**src/rtl/mem_arb_pkg.sv**
```systemverilog
// Shared definitions for the memory port arbiter.
// - ADDR_W / DATA_W : default address and data widths
// - ST_*            : FSM state encoding used by mem_port_arbiter
// - grant_e         : which requester owns the current transaction
package mem_arb_pkg;

    localparam int ADDR_W = 32;
    localparam int DATA_W = 32;

    localparam logic [1:0] ST_IDLE  = 2'd0;
    localparam logic [1:0] ST_SERVE = 2'd1;
    localparam logic [1:0] ST_RESP  = 2'd2;

    typedef enum logic {
        GNT_FETCH = 1'b0,
        GNT_DATA  = 1'b1
    } grant_e;

endpackage

```
**src/rtl/rr_arbiter2.sv**
```systemverilog
// Two-way round-robin pick between the fetch and data requesters.
// Ports:
//   i_req_i      - fetch request
//   d_req_i      - data request
//   last_grant_i - requester granted most recently
//   grant_o      - chosen requester (meaningful only when valid_o=1)
//   valid_o      - at least one request present
module rr_arbiter2
    import mem_arb_pkg::*;
(
    input  logic   i_req_i,
    input  logic   d_req_i,
    input  grant_e last_grant_i,
    output grant_e grant_o,
    output logic   valid_o
);

    always_comb begin
        grant_o = GNT_FETCH;
        if (i_req_i && d_req_i) begin
            // Contention: hand the port to whoever did not have it last.
            grant_o = (last_grant_i == GNT_DATA) ? GNT_FETCH : GNT_DATA;
        end else if (d_req_i) begin
            grant_o = GNT_DATA;
        end
    end

    assign valid_o = i_req_i | d_req_i;

endmodule

```
**src/rtl/mem_port_arbiter.sv**
```systemverilog
// Shares one single-cycle memory port between an instruction-fetch port
// (read only) and a data port (load/store). Each transaction takes three
// cycles: grant in IDLE, memory access in SERVE, ack pulse in RESP.
//
// state | meaning
// ------+---------------------------------------------------------------
// IDLE  | sample requests, pick one, latch its address/we/wdata
// SERVE | drive the memory access; capture read data at the closing edge
// RESP  | one-cycle ack on the granted port
//
// Ports:
//   clk, reset                   - clock, synchronous active-high reset
//   i_req, i_addr                - fetch request / address
//   i_ack, i_rdata               - fetch completion pulse / data
//   d_req, d_we, d_addr, d_wdata - data request, 1=store, address, data
//   d_ack, d_rdata               - data completion pulse / load data
//   mem_addr, mem_wdata          - latched memory address / write data
//   mem_read_en, mem_write_en    - memory strobes, active in SERVE only
//   mem_rdata                    - combinational memory read data
module mem_port_arbiter
    import mem_arb_pkg::*;
#(
    parameter int ADDR_W = mem_arb_pkg::ADDR_W,
    parameter int DATA_W = mem_arb_pkg::DATA_W
) (
    input  logic              clk,
    input  logic              reset,
    input  logic              i_req,
    input  logic [ADDR_W-1:0] i_addr,
    output logic              i_ack,
    output logic [DATA_W-1:0] i_rdata,
    input  logic              d_req,
    input  logic              d_we,
    input  logic [ADDR_W-1:0] d_addr,
    input  logic [DATA_W-1:0] d_wdata,
    output logic              d_ack,
    output logic [DATA_W-1:0] d_rdata,
    output logic [ADDR_W-1:0] mem_addr,
    output logic              mem_read_en,
    output logic              mem_write_en,
    output logic [DATA_W-1:0] mem_wdata,
    input  logic [DATA_W-1:0] mem_rdata
);

    logic [1:0]        state_q, state_d;
    grant_e            last_grant_q, last_grant_d;
    grant_e            gnt_q, gnt_d;
    logic              we_q, we_d;
    logic [ADDR_W-1:0] addr_q, addr_d;
    logic [DATA_W-1:0] wdata_q, wdata_d;
    logic [DATA_W-1:0] i_rdata_q, i_rdata_d;
    logic [DATA_W-1:0] d_rdata_q, d_rdata_d;

    grant_e arb_grant;
    logic   arb_valid;

    rr_arbiter2 u_rr_arbiter2 (
        .i_req_i      (i_req),
        .d_req_i      (d_req),
        .last_grant_i (last_grant_q),
        .grant_o      (arb_grant),
        .valid_o      (arb_valid)
    );

    always_comb begin
        state_d      = state_q;
        last_grant_d = last_grant_q;
        gnt_d        = gnt_q;
        we_d         = we_q;
        addr_d       = addr_q;
        wdata_d      = wdata_q;
        i_rdata_d    = i_rdata_q;
        d_rdata_d    = d_rdata_q;
        case (state_q)
            ST_IDLE: begin
                if (arb_valid) begin
                    gnt_d        = arb_grant;
                    last_grant_d = arb_grant;
                    if (arb_grant == GNT_DATA) begin
                        addr_d  = d_addr;
                        we_d    = d_we;
                        wdata_d = d_wdata;
                    end else begin
                        // Fetches never write; clear wdata so the bus is quiet.
                        addr_d  = i_addr;
                        we_d    = 1'b0;
                        wdata_d = '0;
                    end
                    state_d = ST_SERVE;
                end
            end
            ST_SERVE: begin
                if (!we_q) begin
                    if (gnt_q == GNT_DATA) d_rdata_d = mem_rdata;
                    else                   i_rdata_d = mem_rdata;
                end
                state_d = ST_RESP;
            end
            ST_RESP: state_d = ST_IDLE;
            default: state_d = ST_IDLE;
        endcase
    end

    always_ff @(posedge clk) begin
        if (reset) begin
            state_q      <= ST_IDLE;
            last_grant_q <= GNT_DATA;
            gnt_q        <= GNT_FETCH;
            we_q         <= 1'b0;
            addr_q       <= '0;
            wdata_q      <= '0;
            i_rdata_q    <= '0;
            d_rdata_q    <= '0;
        end else begin
            state_q      <= state_d;
            last_grant_q <= last_grant_d;
            gnt_q        <= gnt_d;
            we_q         <= we_d;
            addr_q       <= addr_d;
            wdata_q      <= wdata_d;
            i_rdata_q    <= i_rdata_d;
            d_rdata_q    <= d_rdata_d;
        end
    end

    assign mem_addr     = addr_q;
    assign mem_wdata    = wdata_q;
    assign mem_read_en  = (state_q == ST_SERVE) && !we_q;
    assign mem_write_en = (state_q == ST_SERVE) && we_q;
    assign i_ack        = (state_q == ST_RESP) && (gnt_q == GNT_FETCH);
    assign d_ack        = (state_q == ST_RESP) && (gnt_q == GNT_DATA);
    assign i_rdata      = i_rdata_q;
    assign d_rdata      = d_rdata_q;

endmodule
```
**config.mk**
```make
export PLATFORM = sky130hd
export DESIGN_NAME = mem_port_arbiter
export DESIGN_NICKNAME = d
export VERILOG_FILES = /design/src/rtl/mem_arb_pkg.sv /design/src/rtl/rr_arbiter2.sv /design/src/rtl/mem_port_arbiter.sv
export SDC_FILE = /design/constraint.sdc
export NUM_CORES = 1
export LEC_CHECK = 0
export ABC_AREA = 1
export BUFFER_PORTS_ARGS = -buffer_cell sky130_fd_sc_hd__buf_2
export CORE_MARGIN = 5
export CORE_UTILIZATION = 35
export CTS_BUF_LIST = sky130_fd_sc_hd__clkbuf_8
export CTS_CLUSTER_DIAMETER = 40
export DETAILED_ROUTE_END_ITERATION = 12
export PLACE_DENSITY = 0.68
export SYNTH_ARGS = -nofsm -noshare
export SYNTH_HDL_FRONTEND = slang
export SYNTH_HIERARCHICAL = 1
export SYNTH_SLANG_ARGS = --single-unit
```
**constraint.sdc**
```tcl
create_clock -name clk -period 1.7 [get_ports clk]
set_clock_uncertainty 0.1 [all_clocks]
set_input_delay 0.34 -clock clk [delete_from_list [all_inputs] [get_ports clk]]
set_output_delay 0.34 -clock clk [all_outputs]
set_load 0.005 [all_outputs]
```
[Word-level counts from Yosys, hierarchy flattened]
Cells that the tools add are included.
Word-level totals
  bits in registers: 133
  bits of input ports: 133
  output and inout bits: 132
  word-level logic and storage cells: 32
Cells by class
  eq/ne operators: 3
  mux-type cells: 8
  bitwise logic cells: 3
  reductions and logical operators: 10
Operators with widths (count)
  $mux 32: 2
  $reduce_and 3->1: 2
  $logic_and 1x1->1: 5
  $mux 1: 4
  $pmux 2 s2: 1
  $eq 2x1->1 const B: 1
  $eq 2x2->1 const B: 1
  $logic_not 2->1: 1
  $mux 2: 1
  $ne 2x2->1 const B: 1
  $not 1->1: 2
  $reduce_and 2->1: 1
  $logic_not 1->1: 1
  $or 1x1->1: 1

[Longest topological paths before layout]
  word-level depth: 3
  mapped depth: 8
  gate-level depth less buffers: 6

[Cells and area by module]
Netlist, hierarchy kept.
By module, submodules not included
  mem_port_arbiter: times used 1, cells each 864, area each 5828.1 sq um
  rr_arbiter2: times used 1, cells each 3, area each 15.0 sq um

[Least setup slack after synthesis]
Ideal clock, no wire load.
  kind: reg-to-output
  from: register state_q[0]
  to: output mem_write_en
  arrival: 1018 ps
  path slack: 242 ps
  stages on the path, launching flop included: 7
  path through: dfxtp_1 inv_2 nor2_1 buf_4 buf_4 inv_1 nor2_1
On the way
  word-level cells in the longest chain between the ends: 2
RTL lines
  start, declared: line mem_port_arbiter.sv:45  | logic [1:0] state_q, state_d;
  start signal, assigned: line mem_port_arbiter.sv:115  | state_q <= state_d;
  $eq 2x1->1: line mem_port_arbiter.sv:129  | assign mem_write_en = (state_q == ST_SERVE) && we_q;
  $logic_and 1x1->1: line mem_port_arbiter.sv:129
  end, declared: line mem_port_arbiter.sv:40  | output logic mem_write_en,
No other way between the ends.

[Worst setup path in the final report]
Same ends and word-level chain as after synthesis.

==> summary.md <==
| Metric | Value |
|---|---|
| Status | completed |
| Multi-input gate area | ~0.0025 mm^2 |
| Clock tree buffer depth | 2 |
| Hold depth | 3 |
| Initial core utilization | about 35% |
| CTS H-tree depth | 4 |
| Max-slew violations | 0 |
| Area Overhead vs Synth | 35.7% |
| Global route total overflow | 0 |
| Setup WS pre-CTS | 0.191 ns |
| Worst endpoint data arrival time | about 1.3 ns |
| Tcrit/Tclk final | 99.2% |
| Post-synthesis mux area share | 0% |
| CP startpoint kind | flip-flop |
| Top cell family by delay on the critical path | flip-flops |
| Die area | ~0.019 mm^2 |
| Die Wd | 139 um |
| R2R cell count | 5 |
| Largest net degree at the start of global routing | between 60 and 70 |
| DR WL/cell | 12.8 um |
| CTS clk-pin slew, worst paths | 0.08 ns |
| Hold Slack | 0.0597 ns |
| CP Max Fanout | 4 |
| Post-synthesis xor/xnor area fraction | 0% |
| Seq. cell area | 0.00267 mm^2 |
| IO buf count | between 200 and 300 |
| HP Class | in -> reg |
| Setup Viol. Count Final | 0 |
| Clk Latency, worst-skew pair | ~0.44 ns |
| Fill cells | approximately 1700 |
| Antenna cells | 0 |
| Most common cell after layout, fill and taps aside | buf_2 |
| Final hold vios | 0 |
| Hold_buf cts | 0 |
| Worst vdd ir | a little over 0.5 mV |
| Syn. warnings | 6 |
| Final HPWL DP | 12600 um |
| Detailed-route via count | about 6100 |
| Fin nets | between 1000 and 1500 |
| Layout cell share with drive strength beyond 1 | a little under a third |
| CTS buffer count | 17 |
| Initial antenna violation count | 0 |
| Fin worst setup slack | about 0.013 ns |
| Syn_area_per_cell | approximately 6.7 um^2 |
| # rows | 47 |
| Worst-Margin Slew | 0.380 ns |
| GP Congestion | ~0.79 |
| Synth Register Bits | roughly 130 |
| Slew Limit Headroom | about 75% |
| CP endpoint kind | output port |
| GR Util met1 | a little over a fifth |
| Slowest-stage cell, CP | dfxtp_4 |
| Initial DRC count | ~280 |
| Core Util, Final | between 40% and 50% |
| Largest family of logic cells by synthesized area | simple AND/OR/NAND/NOR gates |
| GRT Max-Usage Layer | met2 |
| Pwr per Cell Area | 997 mW/mm^2 |
| Vias in the first global route | 5750 |
| Max-cap viol count | 0 |
| Total chip power | about 7.9 mW |
| Unique masters post-synth | 20 |
| CTS tree | yes |
| Simple-gate share of the synthesized area | ~36% |
| Adder-cell share of the synthesized area | 0% |
| CP cell instances | inv_2, nor2_4, inv_2, nor2_2, buf_2 |
| CORE AREA | about 0.016 mm^2 |
| Chip height | roughly 140 um |
| First-pass iteration count of the detailed router | 5 |
| RSZ-0062 raised after global routing | true |
| WS Path Type | reg -> out |
| Root Buffer | clkbuf_8 |
| Total Wirelength | between 15000 and 20000 um |
| Met2 Use GR | 28.6% |
| First-pass GRT wire length | roughly 28000 um |
| Syn Inst Count | 867 |
| Crit path depth | 5 |
| Peak Freq | a little under 600 MHz |
| Clock Sinks | about 130 |
| WP buf/inv | 3 |
| Final period demand of the worst path | around 1.7 ns |
| Most frequent cells in the layout | 264 x buf_2, 195 x nand2_1, 194 x nor2_1 |
| Leakage power | roughly 4.2 nW |
| Antenna viol nets, final | 0 |
| Via density per instance | 4.55 |
| Critical Path RT | roughly 1.3 ns |
| Cell mode on critical path | inv_2 |
| All-layer global routing usage | between 15 and 20% |
| Synth Area in Compound Gates | approximately 5.7% |
| CP max stage delay | 0.37 ns |
| Synthesized Nets | 1000 |
| DR DRC count | 0 |
| Sequential-to-total area share from yosys stat | between 40% and 50% |
| Global Route met3 Usage | under 10% |
| # IOs | between 200 and 300 |
| Synthesized area | around 0.0058 mm^2 |
[power breakdown]
part | internal [mW] | switching, mW | total (mW)
Combinational | 0.614 | 0.836 | 1.45
Sequential | 3.34 | 0.121 | 3.47
Clock | 1.72 | 1.27 | 2.99
[registers in the layout (all words and copies together), names as in the netlist]
register / cells
d_rdata: 32
gnt_q: 1
i_rdata: 32
last_grant_q: 1
mem_addr: 32
mem_wdata: 32
state_q: 2
we_q: 1
[metal layers]
metal | wire length [um] | share of wire (%) | vias up
li1 | - | - | 3183
met1 | 7340 | 43 | 2711
met2 | 8190 | 47 | 207
met3 | 1550 | 9.0 | 15
met4 | 170 | 0.99 | 0
met5 | 0 | 0 | -
[synth_stat cells (all sizes together)]
library cell	n	area (um^2)
buf	42	255
nand3	35	180
o21ai	32	160
or2	1	6.26
nand2	196	738
nor3	2	10.0
nor2	200	776
clkbuf	22	82.6
inv	104	390
dfxtp	133	2660
nand4	65	407
a21oi	35	175
[cell type report]
cell class              instances  share of cell area, %
well taps                     220                   3.47
multi-input cells             566                   31.5
flip-flops and latches        133                   33.7
clock buffers                  20                   3.47
inverters                     104                   4.92
repair buffers                290                   20.7
clock inverters                12                   2.21
[cell families (layout without fill, tap and decap cells)]
kind of cell           Yosys count  count (layout)
AO/OA/AOI/OAI                   67              67
buffers and inverters          168             426
AND/OR/NAND/NOR                499             499
flip-flops                     133             133
[stage by stage]
step / instance area, um^2 / std cells / setup TNS, ns
2_1_floorplan: 5840 / 867 / 0
3_3_place_gp: 7400 / 1307 / 0
3_5_place_dp: 7400 / 1307 / 0
4_1_cts: 7910 / 1343 / -0.0260
5_1_grt: 7930 / 1345 / -0.110
6_report: 7930 / 1345 / 0
[worst reg2reg max path, stage by stage (launching register included)]
cell     delay, ns
dfxtp_1       0.37
a21oi_4       0.25
buf_12        0.25
o21ai_0       0.20
nor2_1        0.11
nor2_1        0.05
[timing repair]
item	4_1_cts	5_1_grt
setup endpoints to repair	4	4
endpoints found under the hold margin	0	0
pin swaps	1	1
gates cloned	0	0
buffers inserted	4	2
resized for setup	10	2
[worst paths after layout]
check                    start       endpoint  slack [ns]
setup reg to reg  last_grant_q   mem_addr[17]        0.27
hold / removal     d_wdata[25]  mem_wdata[25]        0.06
setup / recovery    state_q[0]   mem_write_en        0.01
hold reg to reg    d_rdata[25]    d_rdata[25]        0.37
(Power assumes the default switching activity.)
